### src/rtl/pp_sequencer.sv
// Pulse-accumulation sequencer: clear -> N trigger/capture bursts -> post-process -> host readout.
// Moore outputs, one-cycle state latency; start sampled only in IDLE, abort/rst force IDLE next cycle.
module pp_sequencer #(
  parameter int CNT_W  = 16,
  parameter int TO_CYC = 4096
) (
  input  logic             clk,
  input  logic             rst,
  input  logic             start,
  input  logic             abort,
  input  logic [CNT_W-1:0] num_pulses,
  input  logic             continuous,
  input  logic             trigger_in,
  input  logic             data_valid_in,
  input  logic             pp_done,
  input  logic             rd_done,
  output logic             acc_clear,
  output logic             acc_en,
  output logic             first_pulse,
  output logic             pp_ctrl,
  output logic             data_ready,
  output logic             busy,
  output logic [CNT_W-1:0] pulse_cnt,
  output logic             err_overrun,
  output logic             err_timeout,
  output logic [2:0]       state
);

  localparam logic [2:0] S_IDLE      = 3'd0;
  localparam logic [2:0] S_CLEAR     = 3'd1;
  localparam logic [2:0] S_WAIT_TRIG = 3'd2;
  localparam logic [2:0] S_CAPTURE   = 3'd3;
  localparam logic [2:0] S_POST      = 3'd4;
  localparam logic [2:0] S_READY     = 3'd5;

  localparam int              WD_W    = $clog2(TO_CYC + 1);
  localparam logic [WD_W-1:0] WD_LAST = WD_W'(TO_CYC - 1);

  logic             trig_d;
  logic             dv_d;
  logic [CNT_W-1:0] n_lat;
  logic             cont_lat;
  logic [WD_W-1:0]  wd;
  logic             trig_rise;
  logic             dv_fall;
  logic [CNT_W-1:0] cnt_nxt;

  assign trig_rise = trigger_in & ~trig_d;
  assign dv_fall   = ~data_valid_in & dv_d;
  assign cnt_nxt   = pulse_cnt + 1'b1;

  assign acc_clear   = (state == S_CLEAR);
  assign acc_en      = (state == S_CAPTURE);
  assign pp_ctrl     = (state == S_POST);
  assign data_ready  = (state == S_READY);
  assign busy        = (state != S_IDLE);
  assign first_pulse = acc_en & (pulse_cnt == '0);

  always_ff @(posedge clk) begin
    if (rst) begin
      state       <= S_IDLE;
      trig_d      <= 1'b0;
      dv_d        <= 1'b0;
      n_lat       <= CNT_W'(1);
      cont_lat    <= 1'b0;
      wd          <= '0;
      pulse_cnt   <= '0;
      err_overrun <= 1'b0;
      err_timeout <= 1'b0;
    end else begin
      trig_d <= trigger_in;
      dv_d   <= data_valid_in;
      if (abort) begin
        state <= S_IDLE;
      end else begin
        case (state)
          S_IDLE: begin
            if (start) begin
              n_lat       <= (num_pulses == '0) ? CNT_W'(1) : num_pulses;
              cont_lat    <= continuous;
              err_overrun <= 1'b0;
              err_timeout <= 1'b0;
              pulse_cnt   <= '0;
              state       <= S_CLEAR;
            end
          end
          S_CLEAR: begin
            pulse_cnt <= '0;
            state     <= S_WAIT_TRIG;
          end
          S_WAIT_TRIG: begin
            wd <= '0;
            if (trig_rise) state <= S_CAPTURE;
          end
          S_CAPTURE: begin
            // A trigger edge here is an overrun; it is flagged but never restarts capture.
            if (trig_rise) err_overrun <= 1'b1;
            if (dv_fall) begin
              pulse_cnt <= cnt_nxt;
              wd        <= '0;
              state     <= (cnt_nxt == n_lat) ? S_POST : S_WAIT_TRIG;
            end else if (data_valid_in) begin
              wd <= '0;
            end else if (wd == WD_LAST) begin
              err_timeout <= 1'b1;
              wd          <= '0;
              state       <= S_IDLE;
            end else begin
              wd <= wd + 1'b1;
            end
          end
          S_POST: begin
            if (pp_done) state <= S_READY;
          end
          S_READY: begin
            if (rd_done) begin
              if (cont_lat) begin
                pulse_cnt <= '0;
                state     <= S_CLEAR;
              end else begin
                state <= S_IDLE;
              end
            end
          end
          default: state <= S_IDLE;
        endcase
      end
    end
  end

endmodule

### config.mk
export PLATFORM = sky130hd
export DESIGN_NAME = pp_sequencer
export DESIGN_NICKNAME = d
export VERILOG_FILES = /design/src/rtl/pp_sequencer.sv
export SDC_FILE = /design/constraint.sdc
export NUM_CORES = 1
export LEC_CHECK = 0
export ABC_CLOCK_PERIOD_IN_PS = 2940
export CAP_MARGIN = 15
export CORE_UTILIZATION = 53
export DETAILED_ROUTE_END_ITERATION = 8
export PLACE_DENSITY = 0.8
export SYNTH_ARGS = -nofsm -noshare
export SYNTH_HDL_FRONTEND = slang
export SYNTH_SLANG_ARGS = --single-unit
### constraint.sdc
create_clock -name clk -period 2.94 [get_ports clk]
set_input_delay 0.441 -clock clk [delete_from_list [all_inputs] [get_ports clk]]
set_output_delay 0.441 -clock clk [all_outputs]
set_load 0.05 [all_outputs]
==> run_results.csv, run 1 <==
group,metric,value,unit
worst_setup_path,max_stage_delay,800,ps
routing,drt_iter0_markers,185,
job,maxCapViolations,0,
logic_synthesis,synth_area_leaders,"dfxtp_1 35%, a21oi_1 6.7%, nand2_1 5.9%",
clock_tree,clockBufferDepth,2,
hold_path,hold_class,"reg2reg",
layout,drive_gt1_frac,0.0791,
die,start_util,0.552,
logic_synthesis,yosysMostFrequentCell,"dfxtp_1",
logic_synthesis,yosysWarnings,0,
routing,dr.pass1.iters,4,
clock_tree,clk_pin_slew,90,ps
logic_synthesis,synth_nets,418,
routing,drc,0,
logic_synthesis,synth_compound_area_frac,0.188,
clock_tree,clock_latency,300,ps
global_route,grt_pass1_wl,12400,µm
logic_synthesis,avgSynthCellArea,7.84,µm²
clock_tree,cts_tree,"yes",
placed_design,dp_hpwl,5210,µm
layout,syn_to_final_growth,21.8,%
sta,fin_hold_ws,475,ps
worst_setup_path,worstSetupPathType,"reg2out",
clock_tree,cts_resized,0,
logic_synthesis,synthSimpleGateAreaFrac,0.323,
sta,setup_viol,0,
clock_tree,clockRootBuffer,"clkbuf_8",
die,die_h,78.0,µm
sta,slew_headroom,0.196,
global_route,grt_start_max_net_pins,31,
logic_synthesis,ys_types,64,
routing,vias,2970,
logic_synthesis,synthAdderAreaFrac,0.0123,
die,io_pins,52,
sta,finalSetupTns,0,ps
global_route,grt-ovfl-total,0,
global_route,first_global_vias,2670,
sta,fin_skew,3.70,ps
die,die_w,78.0,µm
placed_design,place.gp.congestion,0.833,
logic_synthesis,synth_top_area_cell,"dfxtp_1",
logic_synthesis,ys_ff_latch,53,
sta,rsz0062_at_grt,"false",
global_route,grt_use_total,0.256,
clock_tree,cts_setup_buffers,0,
worst_setup_path,cp-end-kind,"output pin",
clock_tree,numCtsBuffers,5,
global_route,antenna_found_initial,0,
power,p_per_area,406,mW/mm²
logic_synthesis,synth_top_family_by_area,"simple AND/OR/NAND/NOR gates",
sta,finalHoldViolCount,0,
routing,wirelength,7140,µm
logic_synthesis,async_flop_share,0,
layout,antenna_cells,0,
power,p_leak,1.26,nW
power,peakVddDrop,0.288,mV
clock_tree,cts.sinks,53,
sta,fin_ws,102,ps
sta,slew_violations,0,
logic_synthesis,synth_edf_count,0,
clock_tree,holdBufCountCts,0,
worst_setup_path,start_kind,"flip-flop",
logic_synthesis,synthMuxAreaShare,0.00327,
logic_synthesis,ys_seq_area_frac,0.347,
routing,vias_per_cell,5.92,
sta,fmaxAchievable,0.352,GHz
placed_design,io_buffers,51,
logic_synthesis,synthXorXnorAreaFrac,0.0745,
layout,num-nets-final,457,
die,fp.dieArea,0.00608,mm²
sta,fin_crit,2840,ps
sta,tightest_slew,1200,ps
worst_setup_path,crit_arrival,2400,ps
worst_setup_path,crit_slowest_cell,"clkdlybuf4s50_1",
logic_synthesis,yosys-top-cells-count,"53 x dfxtp_1, 48 x nand2_1, 41 x a21oi_1, 30 x nor2_1, 21 x o21ai_0",
die,rows,27,
worst_setup_path,path_cells,"inv_2, or3_4, clkinv_4, clkdlybuf4s50_1",
layout,fin_area,0.00372,mm²
logic_synthesis,syn_area,0.00306,mm²
placed_design,post-place-ws,344,ps
worst_setup_path,worstPathRequired,2500,ps
logic_synthesis,synthCells,390,
worst_setup_path,crit_path_max_fanout,21,
logic_synthesis,synth.top_cell.area_share,0.347,
logic_synthesis,synth_flop_cell,"dfxtp_1",
outcome,status,"completed",
sta,period_share,0.965,
routing,wl_per_cell,14.2,µm
clock_tree,htreeDepth,2,
die,core,0.00554,mm²
placed_design,dpl-instance-area,0.00359,mm²
routing,detail-route-antenna-nets,0,
layer usage:
layer / vias up / track usage / share of wire
met5: - / 0 / 0
met4: 0 / 0.0907 / 0.018
met3: 13 / 0.0494 / 0.054
met2: 75 / 0.391 / 0.46
met1: 1398 / 0.358 / 0.47
li1: 1484 / - / -
report_power, final:
group          internal [W]  leakage, nW  total (W)  switching [W]
sequential         0.000733        0.430   0.000748      0.0000145
combinational     0.0000861        0.760   0.000188       0.000102
clock              0.000338       0.0681   0.000575       0.000236
total               0.00116         1.26    0.00151       0.000353
worst max-delay path, delay by kind of cell (launching register included):
| family | cells | cell delay, ps |
|---|---|---|
| flops | 1 | 560 |
| simple gates | 1 | 480 |
| buf+inv | 3 | 1050 |
worst paths after layout:
| check | cells past startpoint | to | start | slack, ps |
|---|---|---|---|---|
| worst max-delay path | 4 | acc_en | state[1] | 100 |
| worst min-delay path | 2 | n_lat[9] | n_lat[9] | 480 |
| worst max register to register | 8 | state[1] | pulse_cnt[1] | 350 |
| worst min register to register | 2 | n_lat[9] | n_lat[9] | 480 |
registers in the layout, indices dropped and copies added (netlist names):
| name | count |
|---|---|
| err_timeout | 1 |
| wd | 13 |
| n_lat | 16 |
| cont_lat | 1 |
| state | 3 |
| pulse_cnt | 16 |
| err_overrun | 1 |
| dv_d | 1 |
| trig_d | 1 |
logic make-up after synthesis:
family	after synthesis
adder cells (fa/ha/maj)	3
flip-flops	53
XOR/XNOR	26
multiplexers	1
buffers and inverters	35
AO/OA/AOI/OAI	95
AND/OR/NAND/NOR	177
layout make-up:
type,instances,area (µm²)
tap,72,90.1
fill,501,1820
clock inverter,3,65.1
clock buffer,5,68.8
inverter,10,42.5
sequential,53,1060
timing repair buffer,57,553
multi-input combinational,302,1840
stage by stage:
stage          power [W]  utilization  cells
2_1_floorplan   0.000882            -    390
3_3_place_gp    0.000950        0.648    494
3_5_place_dp    0.000953        0.648    494
4_1_cts          0.00152        0.672    502
5_1_grt          0.00157        0.672    502
6_report         0.00151        0.672    502
layout by cell type, fill, tap and decap left out, types with 4 or more instances in the layout:
cell	count
dfxtp_1	53
o21ai_0	21
or3_1	10
o21ai_1	5
clkdlybuf4s50_1	50
clkbuf_8	5
nor4_1	9
buf_4	7
and3_1	6
xnor2_1	17
nand2_1	48
a211o_1	4
nand3_1	11
a31oi_1	5
a21oi_1	41
nor2_1	30
nor3_1	10
and2_1	5
inv_1	7
or4_1	6
nand4_1	10
xor2_1	9
Note: power is estimated with default switching activity, not from simulation.
==> run 2, diff against run 1 <==
- GPL_ROUTABILITY_DRIVEN: not set -> 0
- TNS_END_PERCENT: not set -> 10
==> results of run 2 <==
Same layout as run 1: the final DEF is identical, and so are final timing and power.
==> run 3, diff against run 2 <==
- ABC_CLOCK_PERIOD_IN_PS: 2940 -> 2500
- CORE_UTILIZATION: 53 -> 48
- PLACE_DENSITY: 0.8 -> 0.76
- clock period: 2.94 -> 2.5 ns (I/O delays scaled with it)
==> run 3 against run 2 <==
  * Sequential share of layout area shrank 1.0 points
  * Final area grew 3.8%
  * Via count grew 3.0%
  * Power grew 14%
  * Clock power grew 6.3%
  * First-iteration DRC count grew 61%
  * Final cell count grew 3.8%
  * Clock skew grew 4.4 ps
  * Non-clock buffer count grew 16
  * Critical path type is now reg2reg
  * Largest power group unchanged
  * Highest routed layer unchanged
==> run_results.csv, run 3 (synthesis gave the netlist of run 1 again) <==
group,metric,value,unit
outcome,status,"completed",
job,maxCapViolations,0,
die,start_util,0.507,
placed_design,dp_hpwl,5780,µm
die,core,0.00603,mm²
layout,layout_commonest_cell,"dfxtp_1",
global_route,grt_use_total,0.249,
global_route,grt_start_max_net_pins,22,
layout,fin_area,0.00386,mm²
global_route,antenna_found_initial,0,
clock_tree,cts.sinks,53,
routing,vias_per_cell,5.87,
power,peakVddDrop,0.269,mV
worst_setup_path,crit_path_max_fanout,6,
routing,wirelength,7740,µm
worst_setup_path,worstSetupPathType,"reg2reg",
sta,slew_headroom,0.556,
clock_tree,numCtsBuffers,5,
sta,period_share,0.941,
global_route,first_global_vias,2674,
routing,wl_per_cell,14.9,µm
layout,layout_common_cells,"52 x dfxtp_1, 49 x clkdlybuf4s50_1, 48 x nand2_1, 41 x a21oi_1, 30 x nor2_1",
die,io_pins,52,
routing,drc,0,
die,fp.dieArea,0.00669,mm²
placed_design,post-place-ws,156,ps
clock_tree,clockRootBuffer,"clkbuf_8",
layout,biggestRegsByFlops,"n_lat x16, pulse_cnt x16, wd x13",
placed_design,dpl-instance-area,0.00374,mm²
clock_tree,cts_tree,"yes",
placed_design,io_buffers,51,
worst_setup_path,worstPathRequired,2700,ps
layout,syn_to_final_growth,26.4,%
routing,drt_iter0_markers,298,
sta,fin_skew,8.07,ps
clock_tree,clockBufferDepth,2,
clock_tree,clk_pin_slew,100,ps
layout,drive_gt1_frac,0.117,
worst_setup_path,crit_arrival,2550,ps
sta,fmaxAchievable,0.425,GHz
layout,n_fill_cell,528,
routing,vias,3060,
hold_path,hold_class,"reg2reg",
sta,fin_crit,2350,ps
die,die_w,81.8,µm
clock_tree,cts_setup_buffers,0,
sta,fin_hold_ws,472,ps
sta,fin_ws,147,ps
layout,antenna_cells,0,
worst_setup_path,cp-end-kind,"flip-flop",
sta,finalHoldViolCount,0,
die,rows,28,
routing,detail-route-antenna-nets,0,
layout,post-route-util,0.641,
sta,rsz0062_at_grt,"false",
layout,num-nets-final,473,
worst_setup_path,start_kind,"flip-flop",
power,p_leak,1.34,nW
global_route,grt_pass1_wl,12800,µm
layout,multi_input_area,0.00185,mm²
clock_tree,clock_latency,310,ps
sta,slew_violations,0,
sta,tightest_slew,660,ps
die,die_h,81.8,µm
power,p_per_area,446,mW/mm²
power,p_total,0.00173,W
sta,setup_viol,0,
routing,dr.pass1.iters,5,
global_route,grt-ovfl-total,0,
clock_tree,holdBufCountCts,0,
clock_tree,htreeDepth,2,
layout,seqCellArea,0.00106,mm²
-- run 3: cell types whose count changed in the layout (fill, tap and decap cells not counted), sizes merged --
cell	change
clkinvlp	+1
clkdlybuf4s50	-1
clkinv	-1
bufinv	-1
buf	+17
clkbuf	+1
-- run 3: metrics by stage --
stage,instances,setup TNS [ps]
after floorplan,390,-89.5
after global placement,513,0
after detailed placement,513,0
after CTS,521,0
after global routing,521,0
final,521,0
-- run 3: final timing paths --
path / startpoint / to / slack [ps] / cells past startpoint
setup reg to reg: pulse_cnt[1] / state[1] / 150 / 7
hold reg to reg: n_lat[9] / n_lat[9] / 470 / 2
setup / recovery: pulse_cnt[1] / state[1] / 150 / 7
hold / removal: n_lat[9] / n_lat[9] / 470 / 2
-- run 3: cell type report --
| cell class | instances | share of cell area |
|---|---|---|
| repair buffers | 73 | 0.180 |
| clock inverters | 2 | 0.00971 |
| clock buffers | 6 | 0.0214 |
| well taps | 75 | 0.0243 |
| inverters | 10 | 0.0110 |
| flip-flops and latches | 53 | 0.275 |
| multi-input cells | 302 | 0.479 |
-- run 3: metal layers --
metal | track usage | share of wire
met5 | 0 | 0
met4 | 0.0895 | 0.019
met3 | 0.0444 | 0.067
met2 | 0.378 | 0.45
met1 | 0.351 | 0.47
-- run 3: what timing repair did --
action / 4_1_cts / 5_1_grt
hold endpoints to repair: 0 / 0
gates resized for setup: 0 / 1
endpoints found under the setup margin: 0 / 1
-- run 3: worst max-delay path, stage by stage (launching register included) --
cell and delay (ps):
dfxtp_2 400, ha_1 200, nand3_1 190, or3_1 420, a2111o_1 450, a2111oi_4 300
and3_1 210, o21ai_1 60
-- run 3: report_power, final --
group          leakage (nW)  switching [W]  internal [W]
Sequential            0.430      0.0000184      0.000863
Clock                0.0574       0.000286      0.000326
Combinational         0.848       0.000124      0.000110
Total                  1.34       0.000428       0.00130
